### config.mk
export PLATFORM = sky130hd
export DESIGN_NAME = fetch_stage
export DESIGN_NICKNAME = d
export VERILOG_FILES = /design/src/rtl/fetch_stage.sv
export SDC_FILE = /design/constraint.sdc
export NUM_CORES = 1
export LEC_CHECK = 0
export ABC_AREA = 1
export BUFFER_PORTS_ARGS = -buffer_cell sky130_fd_sc_hd__buf_4
export CORE_ASPECT_RATIO = 2
export CORE_MARGIN = 5
export CORE_UTILIZATION = 41
export CTS_CLUSTER_DIAMETER = 50
export DETAILED_ROUTE_END_ITERATION = 6
export PLACE_DENSITY_LB_ADDON = 0.25
export SLEW_MARGIN = 20
export SYNTH_ARGS = -nofsm -noshare
export SYNTH_HDL_FRONTEND = slang
export SYNTH_SLANG_ARGS = --single-unit
### constraint.sdc
create_clock -name clk -period 4 [get_ports clk]
set_input_delay 0.8 -clock clk [delete_from_list [all_inputs] [get_ports clk]]
set_output_delay 0.8 -clock clk [all_outputs]
set_load 0.02 [all_outputs]
### src/rtl/fetch_stage.sv
// Instruction-fetch stage: owns the PC, drives the instruction ROM address and
// registers the fetched word into the IF/ID boundary for the Control Unit.
module fetch_stage #(
  parameter int unsigned        PC_W     = 8,
  parameter int unsigned        INSTR_W  = 32,
  parameter logic [PC_W-1:0]    RESET_PC = '0,
  parameter logic [INSTR_W-1:0] NOP_WORD = '0,
  parameter int unsigned        CNT_W    = 16
) (
  input  logic               clk,
  input  logic               R,
  input  logic               LE,
  input  logic               branch_taken,
  input  logic [PC_W-1:0]    branch_target,
  output logic [PC_W-1:0]    rom_addr,
  input  logic [INSTR_W-1:0] rom_instr,
  output logic [INSTR_W-1:0] id_instr,
  output logic [PC_W-1:0]    id_pc,
  output logic [PC_W-1:0]    id_pc_plus4,
  output logic               id_valid,
  output logic               misaligned,
  output logic [CNT_W-1:0]   fetch_count
);

  logic [PC_W-1:0]    r_pc;
  logic [INSTR_W-1:0] r_id_instr;
  logic [PC_W-1:0]    r_id_pc;
  logic [PC_W-1:0]    r_id_pc_plus4;
  logic               r_id_valid;
  logic               r_misaligned;
  logic [CNT_W-1:0]   r_fetch_count;

  logic [PC_W-1:0]    w_pc_plus4;
  logic [PC_W-1:0]    w_target;
  logic               w_target_misaligned;
  logic               w_cnt_sat;

  // Redirect targets are forced word-aligned; low bits only raise the sticky flag.
  assign w_pc_plus4          = r_pc + PC_W'(4);
  assign w_target            = {branch_target[PC_W-1:2], 2'b00};
  assign w_target_misaligned = |branch_target[1:0];
  assign w_cnt_sat           = &r_fetch_count;

  // Priority: branch redirect (inserts a bubble) > advance > hold.
  always_ff @(posedge clk or posedge R) begin
    if (R) begin
      r_pc          <= RESET_PC;
      r_id_instr    <= NOP_WORD;
      r_id_pc       <= '0;
      r_id_pc_plus4 <= '0;
      r_id_valid    <= 1'b0;
      r_misaligned  <= 1'b0;
      r_fetch_count <= '0;
    end else if (branch_taken) begin
      r_pc       <= w_target;
      r_id_instr <= NOP_WORD;
      r_id_valid <= 1'b0;
      if (w_target_misaligned) begin
        r_misaligned <= 1'b1;
      end
    end else if (LE) begin
      r_pc          <= w_pc_plus4;
      r_id_instr    <= rom_instr;
      r_id_pc       <= r_pc;
      r_id_pc_plus4 <= w_pc_plus4;
      r_id_valid    <= 1'b1;
      if (!w_cnt_sat) begin
        r_fetch_count <= r_fetch_count + CNT_W'(1);
      end
    end
  end

  assign rom_addr    = r_pc;
  assign id_instr    = r_id_instr;
  assign id_pc       = r_id_pc;
  assign id_pc_plus4 = r_id_pc_plus4;
  assign id_valid    = r_id_valid;
  assign misaligned  = r_misaligned;
  assign fetch_count = r_fetch_count;

endmodule

# ---- After elaboration in Yosys (flattened, before gate mapping)
# Index checks and enable logic that the tools add are counted.
dict set report word_totals {
  register_bits 74
  out_inout_bits 74
}
dict set report op_classes {
  n_reduce_logical 6
  n_mux 6
  bitwise 2
  n_addsub 2
}
# op n
set op_table {}
lappend op_table {{two-way mux 32 bit} 2}
lappend op_table {{adder 16 x 1 -> 16 bit (second input constant)} 1}
lappend op_table {{two-way mux 8 bit} 2}
lappend op_table {{AND reduction 16 bit} 1}
lappend op_table {{adder 8 x 3 -> 8 bit (second input constant)} 1}
lappend op_table {{AND reduction 2 bit} 2}
lappend op_table {{AND reduction 3 bit} 1}
lappend op_table {{two-way mux 1 bit} 2}
lappend op_table {{NOT 1 bit} 2}
lappend op_table {{nonzero test 2 bit} 1}
lappend op_table {{OR reduction 2 bit} 1}

# ---- Longest topological paths before layout
dict set report depth {
  word_depth 3
  mapped_depth 9
  mapped_depth_nobuf 8
}

# ---- Least setup slack after synthesis
# OpenSTA, ideal clock, no wires.
dict set report synth_path {
  path_kind {input to register}
  start {in branch_taken}
  end {reg r_fetch_count[12] (netlist: fetch_count[12])}
  t_arrival_ns 1.650
  setup_slack_ns 2.231
  required_ns 3.882
  setup_ns 0.118
  path_stages 7
  path_buffers 3
  cell_sequence {buf_2 nor2_4 buf_2 buf_2 nand3_1 nand2_1 nand2_1}
}
dict set report synth_between {
  elab_chain_cells 2
}
# item line
set synth_rtl {}
lappend synth_rtl {{from (decl)} 13} ;# input logic branch_taken,
lappend synth_rtl {{NOT 1 bit (no source line)} n/a}
lappend synth_rtl {{AND reduction 3 bit (no source line)} n/a}
lappend synth_rtl {{to (signal assigned)} 68} ;# r_fetch_count <= r_fetch_count + CNT_W'(1);
lappend synth_rtl {{to (decl)} 31} ;# logic [CNT_W-1:0] r_fetch_count;
# Every way passes these cells.
# A chain may end at the register's enable or synchronous reset.

# ---- Final worst setup path
dict set report layout_path {
  start {in branch_taken}
  end {reg r_fetch_count[7] (netlist: fetch_count[7])}
}
# Same word-level chain as after synthesis.

==> results.yml <==
status:
  outcome: "complete, no violations"
layout:
  final_common_cell: "buf_4"
  fillers: 675
  post-route-cell-area_um2: 4145
  num_antenna_cells: 0
  final_layout_size_suffix_gt1_frac: 0.3171
  nNetsFinal: 473
  finalCoreUtilization: 0.5748
  layout_common_cells: "buf_4, nand2_1, dfrtp_1"
  areaGrowthSynthToFinish_pct: 38.33
grt:
  antenna_violations_before_repair: 0
  grt-ovfl-total: 0
  first_pass_grt_wire_length_um: 12560
  grt_start_max_net_pins: 45
  grt_use_total: 0.1738
  first_global_vias: 2593
drt:
  wl_met2_um: 4507
  wire_per_inst_um: 15.21
  routed_via_density: 4.880
  met3_wirelength_um: 398
  drt-initial-drc-count: 198
  routedLengthMet1_um: 2817
  first_pass_iters: 4
  routed-via-count: 2557
  top_signal_layer_used: "met4"
  postRouteAntennaNets: 0
  drt_drc_violations_left: 0
  drt_wl_total_um: 7971
clocking:
  clock_tree.root_cell: "clkbuf_16"
  clock_insertion_delay_worst_skew_ps: 320
  cts_buffers: 9
  clock_tree.buffer_depth: 2
  clkTransAtPathRegs_ps: 50
  clock-sinks: 68
  postCtsResizedCells: 0
  cts.repair_timing.setup_buffer_count: 0
  tritoncts: "yes"
  hold_buffers: 0
  cts_max_level: 3
power_and_ir_drop:
  netSwitchingFraction: 0.2851
  power.share.clock: 0.384
  powerDensity_nw_per_um2: 460.5
  total_switching_power_mw: 0.5441
  intPower_mw: 1.365
  power.leakage_nw: 2.199
  worst_ir_drop_vdd_v: 0.0002537
  p_seq_frac: 0.427
  comb_power_share: 0.189
sta:
  fmax_mhz: 424.3
  skew_ps: 3.850
  final_critical_path_setup_slack_ps: 1643
  final_period_util: 0.5892
  timing_max_transition_violations_final: 0
  finalSetupTns_ps: 0
  rsz0062_at_grt: "false"
  final.min_clock_period_ps: 2357
  worstMarginPinSlew_ps: 907.1
  worst_hold_slack_ps: 486.2
  setup_violations: 0
  hold_violations: 0
  max-slew-margin-rel: 0.3944
setup_path:
  arrival_ps: 2620
  setup.worst_path.end_class: "register"
  critical_path_slowest_stage_cell: "nor2_2"
  crit_type: "input pin to register"
  critPathLaunch: "branch_taken"
  start_kind: "input pin"
  r2r_start: "fetch_count[0]"
  crit_path_max_fanout: 39
  setup.worst_path.end: "fetch_count[7]"
  timing.critical_path.cells: "buf_4 -> nor2_4 -> buf_4 -> inv_1 -> nor2_2 -> nand2_1 -> nand2_1"
  timing.reg2reg.worst_path_depth: 8
  worstPathRequired_ps: 4260
  worst-r2r-setup-slack_ps: 2200
  timing.critical_path.slowest_cell_delay_ps: 590
  r2r_end: "fetch_count[7]"
floorplan:
  floorplan.die_area_um2: 9222
  starting_density: 0.4155
  die_height_um: 130.9
  ioPinCount: 118
  core_area_um2: 7212
  num_rows: 44
  die_width_um: 70.45
synthesis:
  synth.yosys.seq_area_share: 0.5678
  postSynthRegisterBits: 68
  synthesis.yosys.warnings: 0
  avgSynthCellArea_um2: 9.483
  yosysUniqueCellTypes: 27
  mappedNetlistArea_um2: 2997
  netlist_instances: 316
hold_path:
  worstHoldPathCells: 2
  min-delay-path-class: "register to register"
place:
  place_congestion: 0.8089
  placed_area_um2: 3864
  pre_cts_ws_ps: 1250
  portBuffers: 111
  half_perimeter_wire_length_of_the_detailed_placement_result_um: 5894
flow_run:
  max_cap_viol_count: 0
==> per-stage QoR <==
| stage | power [mW] | cells |
|---|---|---|
| floorplan | 1.023 | 321 |
| global placement | 1.186 | 508 |
| detailed placement | 1.193 | 508 |
| CTS | 1.929 | 524 |
| global route | 1.988 | 524 |
| finish | 1.909 | 524 |
==> synthesized netlist by cell type <==
cell,count,area (um^2)
nand2_1,107,401.6
dfrtp_1,68,1702
a22o_1,32,280.3
nor2_1,20,75.07
inv_1,18,67.56
nand3_1,9,45.04
buf_2,8,40.04
o21ai_0,8,40.04
buf_4,6,45.04
nand4_1,5,31.28
xnor2_1,4,35.03
a21oi_1,3,15.01
inv_2,3,11.26
xor2_1,3,26.28
a22oi_1,2,15.01
buf_6,2,22.52
clkbuf_1,2,7.510
ha_1,2,25.02
nand3_2,2,20.02
nand3b_1,2,15.01
nor2_2,2,12.51
o211ai_1,2,15.01
o21ai_1,2,10.01
conb_1,1,3.750
nor2_4,1,11.26
o21ai_4,1,16.27
o21bai_1,1,7.510
==> cells by family (layout without fill, tap and decap cells) <==
family	count (synthesis)	in the layout	synth area share
AOI/OAI and AO/OA	51	51	0.1332
xor gates and xnor gates	7	7	0.02046
buffers and inverters	39	150	0.06472
other	1	6	0.001251
and+or+nand+nor	148	148	0.2042
DFF	68	68	0.5678
adders and majority gates	2	2	0.008349
==> area by class of cell <==
cell class	instances	area, um^2	share of cell area
sequential	68	1702	0.4105
multi-input combinational	214	1120	0.2701
timing repair buffer	113	848.3	0.2046
clock buffer	13	260.3	0.06278
tap	92	115.1	0.02777
inverter	21	78.83	0.01902
clock inverter	3	21.27	0.005131
==> worst min path at each step <==
stage | from | endpoint
4_1_cts | id_pc_plus4[2] | id_pc_plus4[2]
3_3_place_gp | misaligned | misaligned
2_1_floorplan | id_valid | id_valid
5_1_grt | id_instr[5] | id_instr[5]
6_report | id_pc[3] | id_pc[3]
3_5_place_dp | id_pc[3] | id_pc[3]
==> sequential cells by signal, indices dropped and copies added, names as in the netlist <==
signal / cells
id_pc: 6
misaligned: 1
id_valid: 1
id_pc_plus4: 6
rom_addr: 6
id_instr: 32
fetch_count: 16
==> critical path: cells and delay by family <==
family,cells,cell delay [ps]
buf+inv,3,920
simple gates,4,890
==> metal layers <==
layer,GRT usage,up-vias
li1,-,1246
met1,0.1909,1217
met2,0.3094,77
met3,0.04288,17
met4,0.08578,0
met5,0,-
==> power by group through the flow <==
stage | Combinational (mW) | Sequential, mW | Clock (mW)
after detailed placement | 0.368 | 0.826 | 0
after CTS | 0.368 | 0.815 | 0.746
final | 0.361 | 0.815 | 0.732
after global placement | 0.361 | 0.825 | 0
after global routing | 0.391 | 0.825 | 0.772
after floorplan | 0.127 | 0.896 | 0
Power figures use the tool's default switching activity.
